[config.mk]
export PLATFORM = sky130hd
export DESIGN_NAME = axi_dma_wburst
export DESIGN_NICKNAME = d
export VERILOG_FILES = /design/src/rtl/axi_dma_wburst_pkg.sv /design/src/rtl/axi_dma_wburst_4k_split.sv /design/src/rtl/axi_dma_wburst.sv
export SDC_FILE = /design/constraint.sdc
export NUM_CORES = 1
export LEC_CHECK = 0
export CELL_PAD_IN_SITES_DETAIL_PLACEMENT = 0
export CELL_PAD_IN_SITES_GLOBAL_PLACEMENT = 1
export CORE_AREA = 2 2 134 136
export DETAILED_ROUTE_END_ITERATION = 6
export DIE_AREA = 0 0 136 138
export PLACE_DENSITY_LB_ADDON = 0.12
export SLEW_MARGIN = 0
export SYNTH_ARGS = -nofsm -noshare
export SYNTH_HDL_FRONTEND = slang
export SYNTH_HIERARCHICAL = 1
export SYNTH_SLANG_ARGS = --single-unit
[constraint.sdc]
create_clock -name clk -period 5.1 [get_ports clk]
set_input_delay 1.02 -clock clk [delete_from_list [all_inputs] [get_ports clk]]
set_output_delay 1.02 -clock clk [all_outputs]
set_load 0.02 [all_outputs]
[src/rtl/axi_dma_wburst_pkg.sv]
// Shared AXI field widths, protocol codes and FSM state encoding for the DMA write-burst stage.
package axi_dma_wburst_pkg;

    localparam int AXI_LEN_W   = 8;
    localparam int AXI_SIZE_W  = 3;
    localparam int AXI_BURST_W = 2;
    localparam int AXI_RESP_W  = 2;
    localparam int LEN1_W      = AXI_LEN_W + 1;

    localparam logic [AXI_BURST_W-1:0] AXI_BURST_INCR = 2'b01;
    localparam logic [AXI_RESP_W-1:0]  AXI_RESP_OKAY  = 2'b00;

    typedef enum logic [1:0] {
        ST_IDLE,
        ST_AW,
        ST_W,
        ST_B
    } wb_state_t;

    function automatic logic [AXI_SIZE_W-1:0] axi_size_code(input int data_w);
        return AXI_SIZE_W'($clog2(data_w / 8));
    endfunction

endpackage

[src/rtl/axi_dma_wburst_4k_split.sv]
// Combinational burst sizing: chunk = min(remaining beats, beats left before the next 4KB edge).
module axi_4k_split
    import axi_dma_wburst_pkg::*;
#(
    parameter int DATA_W = 32
)(
    input  logic [11:0]       addr_lo,
    input  logic [LEN1_W-1:0] rem,
    output logic [LEN1_W-1:0] chunk
);

    localparam int SHIFT = $clog2(DATA_W / 8);

    logic [12:0] to_edge;

    assign to_edge = (13'd4096 - {1'b0, addr_lo}) >> SHIFT;

    always_comb begin
        chunk = rem;
        if (to_edge < 13'(rem))
            chunk = to_edge[LEN1_W-1:0];
    end

endmodule

[src/rtl/axi_dma_wburst.sv]
// AXI4 write-burst issuer with 4KB splitting and one burst in flight.
// Optional statistics counters are enabled by defining AXI_DMA_WSTAT_EN.
module axi_dma_wburst
    import axi_dma_wburst_pkg::*;
#(
    parameter int ADDR_W   = 32,
    parameter int DATA_W   = 32,
    parameter int AXI_ID_W = 1
)(
    input  logic                   clk,
    input  logic                   rst,
    input  logic                   clear,
    input  logic                   dma_w_valid,
    input  logic [ADDR_W-1:0]      dma_w_addr,
    input  logic [DATA_W-1:0]      dma_w_wdata,
    input  logic [DATA_W/8-1:0]    dma_w_wstrb,
    input  logic [AXI_LEN_W-1:0]   dma_w_len,
    output logic                   dma_w_ready,
    output logic [AXI_ID_W-1:0]    m_axi_awid,
    output logic [ADDR_W-1:0]      m_axi_awaddr,
    output logic [AXI_LEN_W-1:0]   m_axi_awlen,
    output logic [AXI_SIZE_W-1:0]  m_axi_awsize,
    output logic [AXI_BURST_W-1:0] m_axi_awburst,
    output logic                   m_axi_awvalid,
    input  logic                   m_axi_awready,
    output logic [DATA_W-1:0]      m_axi_wdata,
    output logic [DATA_W/8-1:0]    m_axi_wstrb,
    output logic                   m_axi_wlast,
    output logic                   m_axi_wvalid,
    input  logic                   m_axi_wready,
    input  logic [AXI_ID_W-1:0]    m_axi_bid,
    input  logic [AXI_RESP_W-1:0]  m_axi_bresp,
    input  logic                   m_axi_bvalid,
    output logic                   m_axi_bready,
    output logic                   busy,
    output logic                   done,
    output logic                   error
`ifdef AXI_DMA_WSTAT_EN
    ,
    output logic [31:0]            stat_beats,
    output logic [15:0]            stat_bursts
`endif
);

    localparam int SHIFT = $clog2(DATA_W / 8);

    wb_state_t         state, state_nx;
    logic [ADDR_W-1:0] addr_q;
    logic [LEN1_W-1:0] rem_q, cnt_q, chunk, chunk_m1;
    logic              aw_fire, w_fire, last_beat, done_set, err_set;
    logic              unused_bid;

    axi_4k_split #(.DATA_W(DATA_W)) u_split (
        .addr_lo (addr_q[11:0]),
        .rem     (rem_q),
        .chunk   (chunk)
    );

    assign chunk_m1      = chunk - LEN1_W'(1);
    assign last_beat     = (cnt_q == chunk_m1);
    assign aw_fire       = m_axi_awvalid & m_axi_awready;
    assign w_fire        = m_axi_wvalid & m_axi_wready;
    assign done_set      = (state == ST_B) && m_axi_bvalid && (rem_q == '0);
    assign err_set       = (state == ST_B) && m_axi_bvalid && (m_axi_bresp != AXI_RESP_OKAY);
    assign busy          = (state != ST_IDLE);
    assign unused_bid    = ^m_axi_bid;

    assign m_axi_awid    = '0;
    assign m_axi_awaddr  = addr_q;
    assign m_axi_awlen   = chunk_m1[AXI_LEN_W-1:0];
    assign m_axi_awsize  = axi_size_code(DATA_W);
    assign m_axi_awburst = AXI_BURST_INCR;
    assign m_axi_wdata   = dma_w_wdata;
    assign m_axi_wstrb   = dma_w_wstrb;

    always_ff @(posedge clk or negedge rst) begin
        if (!rst)
            state <= ST_IDLE;
        else
            state <= state_nx;
    end

    always_comb begin
        state_nx      = state;
        m_axi_awvalid = 1'b0;
        m_axi_wvalid  = 1'b0;
        m_axi_wlast   = 1'b0;
        m_axi_bready  = 1'b0;
        dma_w_ready   = 1'b0;
        case (state)
            ST_IDLE: if (dma_w_valid) state_nx = ST_AW;
            ST_AW: begin
                m_axi_awvalid = 1'b1;
                if (m_axi_awready) state_nx = ST_W;
            end
            // W channel is a zero-latency pass-through of the upstream handshake
            ST_W: begin
                m_axi_wvalid = dma_w_valid;
                dma_w_ready  = m_axi_wready;
                m_axi_wlast  = last_beat;
                if (dma_w_valid && m_axi_wready && last_beat) state_nx = ST_B;
            end
            ST_B: begin
                m_axi_bready = 1'b1;
                if (m_axi_bvalid) state_nx = (rem_q == '0) ? ST_IDLE : ST_AW;
            end
            default: state_nx = ST_IDLE;
        endcase
    end

    always_ff @(posedge clk or negedge rst) begin
        if (!rst) begin
            addr_q <= '0;
            rem_q  <= '0;
            cnt_q  <= '0;
        end else begin
            case (state)
                ST_IDLE: if (dma_w_valid) begin
                    addr_q <= dma_w_addr;
                    rem_q  <= LEN1_W'(dma_w_len) + LEN1_W'(1);
                    cnt_q  <= '0;
                end
                ST_AW: if (aw_fire) cnt_q <= '0;
                // Advance the request past this chunk once its final beat is accepted
                ST_W: if (w_fire) begin
                    if (last_beat) begin
                        rem_q  <= rem_q - chunk;
                        addr_q <= addr_q + (ADDR_W'(chunk) << SHIFT);
                        cnt_q  <= '0;
                    end else begin
                        cnt_q  <= cnt_q + LEN1_W'(1);
                    end
                end
                default: ;
            endcase
        end
    end

    // A failing response in the same cycle as clear keeps error set
    always_ff @(posedge clk or negedge rst) begin
        if (!rst) begin
            done  <= 1'b0;
            error <= 1'b0;
        end else begin
            done <= done_set;
            if (err_set)
                error <= 1'b1;
            else if (clear)
                error <= 1'b0;
        end
    end

`ifdef AXI_DMA_WSTAT_EN
    always_ff @(posedge clk or negedge rst) begin
        if (!rst) begin
            stat_beats  <= '0;
            stat_bursts <= '0;
        end else if (clear) begin
            stat_beats  <= '0;
            stat_bursts <= '0;
        end else begin
            if (w_fire)  stat_beats  <= stat_beats + 32'd1;
            if (aw_fire) stat_bursts <= stat_bursts + 16'd1;
        end
    end
`else
    // Statistics counters are not built in this configuration
`endif

endmodule

==> reports/metrics.yaml, run 1 <==
status: "complete, but fails checks"
violations: "negative setup slack"
rr_worst_depth: 23
io_buffer_count: 96
die_y_um: 138
hpwlAfterDp_um: 14050
whs_endpoint: "error"
ys_warn_count: 6
drt_iter0_markers: 179
place_congestion: 0.8207
rows: 49
synth_edf_count: 0
via_per_inst: 5.155
cts_buffer_depth: 2
drtPass1Iterations: 4
cts-root-buf: "clkbuf_16"
r2r_end: "m_axi_awaddr[24]"
postRouteAntennaNets: 0
skew_ns: 0.01225
start_util_pct: 30.11
fin_nets: 929
grt_pass1_wl_um: 29350
grt_max_degree: 45
timing.rr.start: "m_axi_awaddr[3]"
wl_per_cell_um: 18.15
end_kind: "primary output"
synth_area_leaders: "dfrtp_1, ha_1, buf_4"
grt_util_all_layers_pct: 19.96
clk_latency_ns: 0.32
die_w_um: 136
holdBufCountCts: 0
fmax_mhz: 171.1
startpoint_type: "flip-flop"
period_share_pct: 114.6
synth_cells: 629
drcViolationCount: 0
yosysUniqueCellTypes: 81
hold_violations: 0
crit_type: "flip-flop to primary output"
holdPathStages: 2
antenna_found_initial: 0
worst_slew_margin_rel_pct: 21.27
cts_made_buffers: 5
drive_gt1_share_pct: 31.60
antenna_cells: 0
p_per_area_nw_per_um2: 831.0
area_delta_synth_final_pct: 50.26
reg2reg_slack_ns: -0.37
cp.required_ns: 4.08
ys_seq_area_share_pct: 25.59
wl_um: 18860
io_pins: 176
ir_drop_v: 0.0002965
synth_top_area_share_pct: 25.59
htreeDepth: 2
clock-sinks: 54
crit_arrival_ns: 4.82
crit_fanout: 5
fin_area_um2: 7934
fill_cells: 1751
syn_area_per_cell_um2: 8.394
setup_violations: 43
finalPower_w: 0.006593
maxSlewViolCount: 0
ys.flop_type: "dfrtp_1"
cellLeakagePower_nw: 3.386
fin_crit_ns: 5.845
core_um2: 17530
ys_ff_latch: 54
vias: 5356
synthArstFlopShare_pct: 100.0
die_area_um2: 18770
setup_ws_ns: -0.7448
overflow: 0
synth_top_area_cell: "dfrtp_1"
grt_setup_unrepaired: "yes"
place_area_um2: 7129
clkTransAtPathRegs_ns: 0.09
syn_area_um2: 5280
cts_tree: "built"
min_path_type: "flip-flop to flip-flop"
first_global_vias: 5385
hp-start: "error"
maxCapViolations: 0
tightest_slew_ns: 1.180
metrics by stage:
stage | instances | hold slack, ns | setup WS (ns) | TNS, ns | utilization [%]
2_1_floorplan | 633 | 0.4995 | -0.2752 | -0.2913 | -
3_3_place_gp | 1012 | 0.5191 | -0.8849 | -8.233 | 40.66
3_5_place_dp | 1012 | 0.5292 | -0.9572 | -11.30 | 40.66
4_1_cts | 1037 | 0.5452 | -0.7564 | -9.400 | 43.54
5_1_grt | 1039 | 0.5819 | -0.9576 | -20.50 | 45.25
6_report | 1039 | 0.5450 | -0.7448 | -9.853 | 45.25
registers in the layout, indices dropped and copies added (netlist names):
name / cells
cnt_q: 9
state: 2
done: 1
m_axi_awaddr: 32
rem_q: 9
error: 1
cell families after synthesis:
logic type	share of synthesized area [%]
AND/OR/NAND/NOR	21.56
AO/OA/AOI/OAI	20.24
buffers and inverters	11.09
flip-flops	25.59
XOR/XNOR	7.725
adder cells (fa/ha/maj)	8.341
multiplexers	5.308
other	0.1422
placed cells by master, fill, tap and decap left out, types with 8 or more instances in the layout:
cell type / count
a211oi_1: 8
a21oi_1: 22
a21oi_2: 11
and2_1: 8
and3_1: 8
buf_4: 120
buf_6: 12
clkdlybuf4s50_1: 87
dfrtp_1: 52
ha_1: 30
inv_1: 39
mux2_4: 14
mux2i_1: 10
nand2_1: 39
nand3_1: 14
nand4_1: 9
nor2_1: 49
nor3_1: 18
nor3_4: 9
o21ai_0: 17
xnor2_1: 23
xor2_1: 18
cell usage after synthesis (9+ instances only):
cell type and count:
a211oi_1 11, o21ai_0 28, nand4_1 9, xnor2_1 26
buf_4 46, nor3_1 31, and2_1 10, nand3_1 16
and3_1 10, xor2_1 18, ha_1 32, inv_1 41
dfrtp_1 54, nor2_1 52, nand2_1 43, mux2i_1 10
clkbuf_1 13, a21oi_1 32
per-layer routing:
layer | global-route usage (%) | part of all wire [%] | vias to the layer above | routed length [um]
li1 | - | - | 2589 | -
met1 | 25.81 | 44 | 2595 | 8385
met2 | 33.72 | 49 | 147 | 9250
met3 | 4.144 | 4.9 | 25 | 918
met4 | 5.154 | 1.6 | 0 | 301
met5 | 0 | 0 | - | 0
layout make-up:
cell class / instances / area (um2) / area share, %
flip-flops and latches: 54 / 1354 / 17.06
multi-input cells: 474 / 3822 / 48.18
clock buffers: 5 / 125.1 / 1.577
well taps: 229 / 286.5 / 3.611
clock inverters: 3 / 45.04 / 0.5677
repair buffers: 233 / 2142 / 27.00
inverters: 41 / 158.9 / 2.003
worst max path at each step:
| stage | start | to | slack [ns] |
|---|---|---|---|
| after CTS | m_axi_awaddr[3] | m_axi_wlast | -0.76 |
| final | m_axi_awaddr[3] | m_axi_wlast | -0.74 |
| after global routing | m_axi_awaddr[3] | m_axi_wlast | -0.96 |
| after global placement | m_axi_awaddr[1] | m_axi_wlast | -0.88 |
| after detailed placement | m_axi_awaddr[1] | m_axi_wlast | -0.96 |
| after floorplan | m_axi_awaddr[3] | m_axi_wlast | -0.28 |
critical path: stages, from the launching register on:
cell	delay, ns
dfrtp_2	0.43
nor4_4	0.40
nand2_1	0.12
or2_0	0.23
xor2_1	0.19
ha_1	0.34
nand3_2	0.13
o221a_4	0.26
o21ai_4	0.19
nor2_8	0.08
mux2_4	0.33
inv_4	0.06
ha_4	0.11
or3b_4	0.40
buf_6	0.13
a221oi_4	0.26
nand4_1	0.14
nor3_2	0.22
and3_4	0.22
and2_4	0.14
buf_6	0.11
power by group:
group / total [W] / internal, W / leakage, nW / switching (W)
registers: 0.000769 / 0.000596 / 0.660 / 0.000173
logic: 0.00540 / 0.00268 / 2.65 / 0.00272
clock network: 0.000424 / 0.000233 / 0.0760 / 0.000191
total: 0.00659 / 0.00351 / 3.39 / 0.00308
what timing repair did:
item,in CTS,in global routing
gates cloned,2,0
setup buffers,17,6
endpoints found under the setup margin,48,56
resized for setup,80,76
pin swaps,14,8
(Power assumes the default switching activity.)
==> inputs of run 2 (changes only) <==
GPL_ROUTABILITY_DRIVEN = 1   (was not set)
==> results of run 2 <==
The final DEF is identical to that of run 1; final timing and power are the same.
==> inputs of run 3 (changes only) <==
SLEW_MARGIN = 5   (was 0)
==> results of run 3 <==
The final DEF is identical to that of run 1; final timing and power are the same.
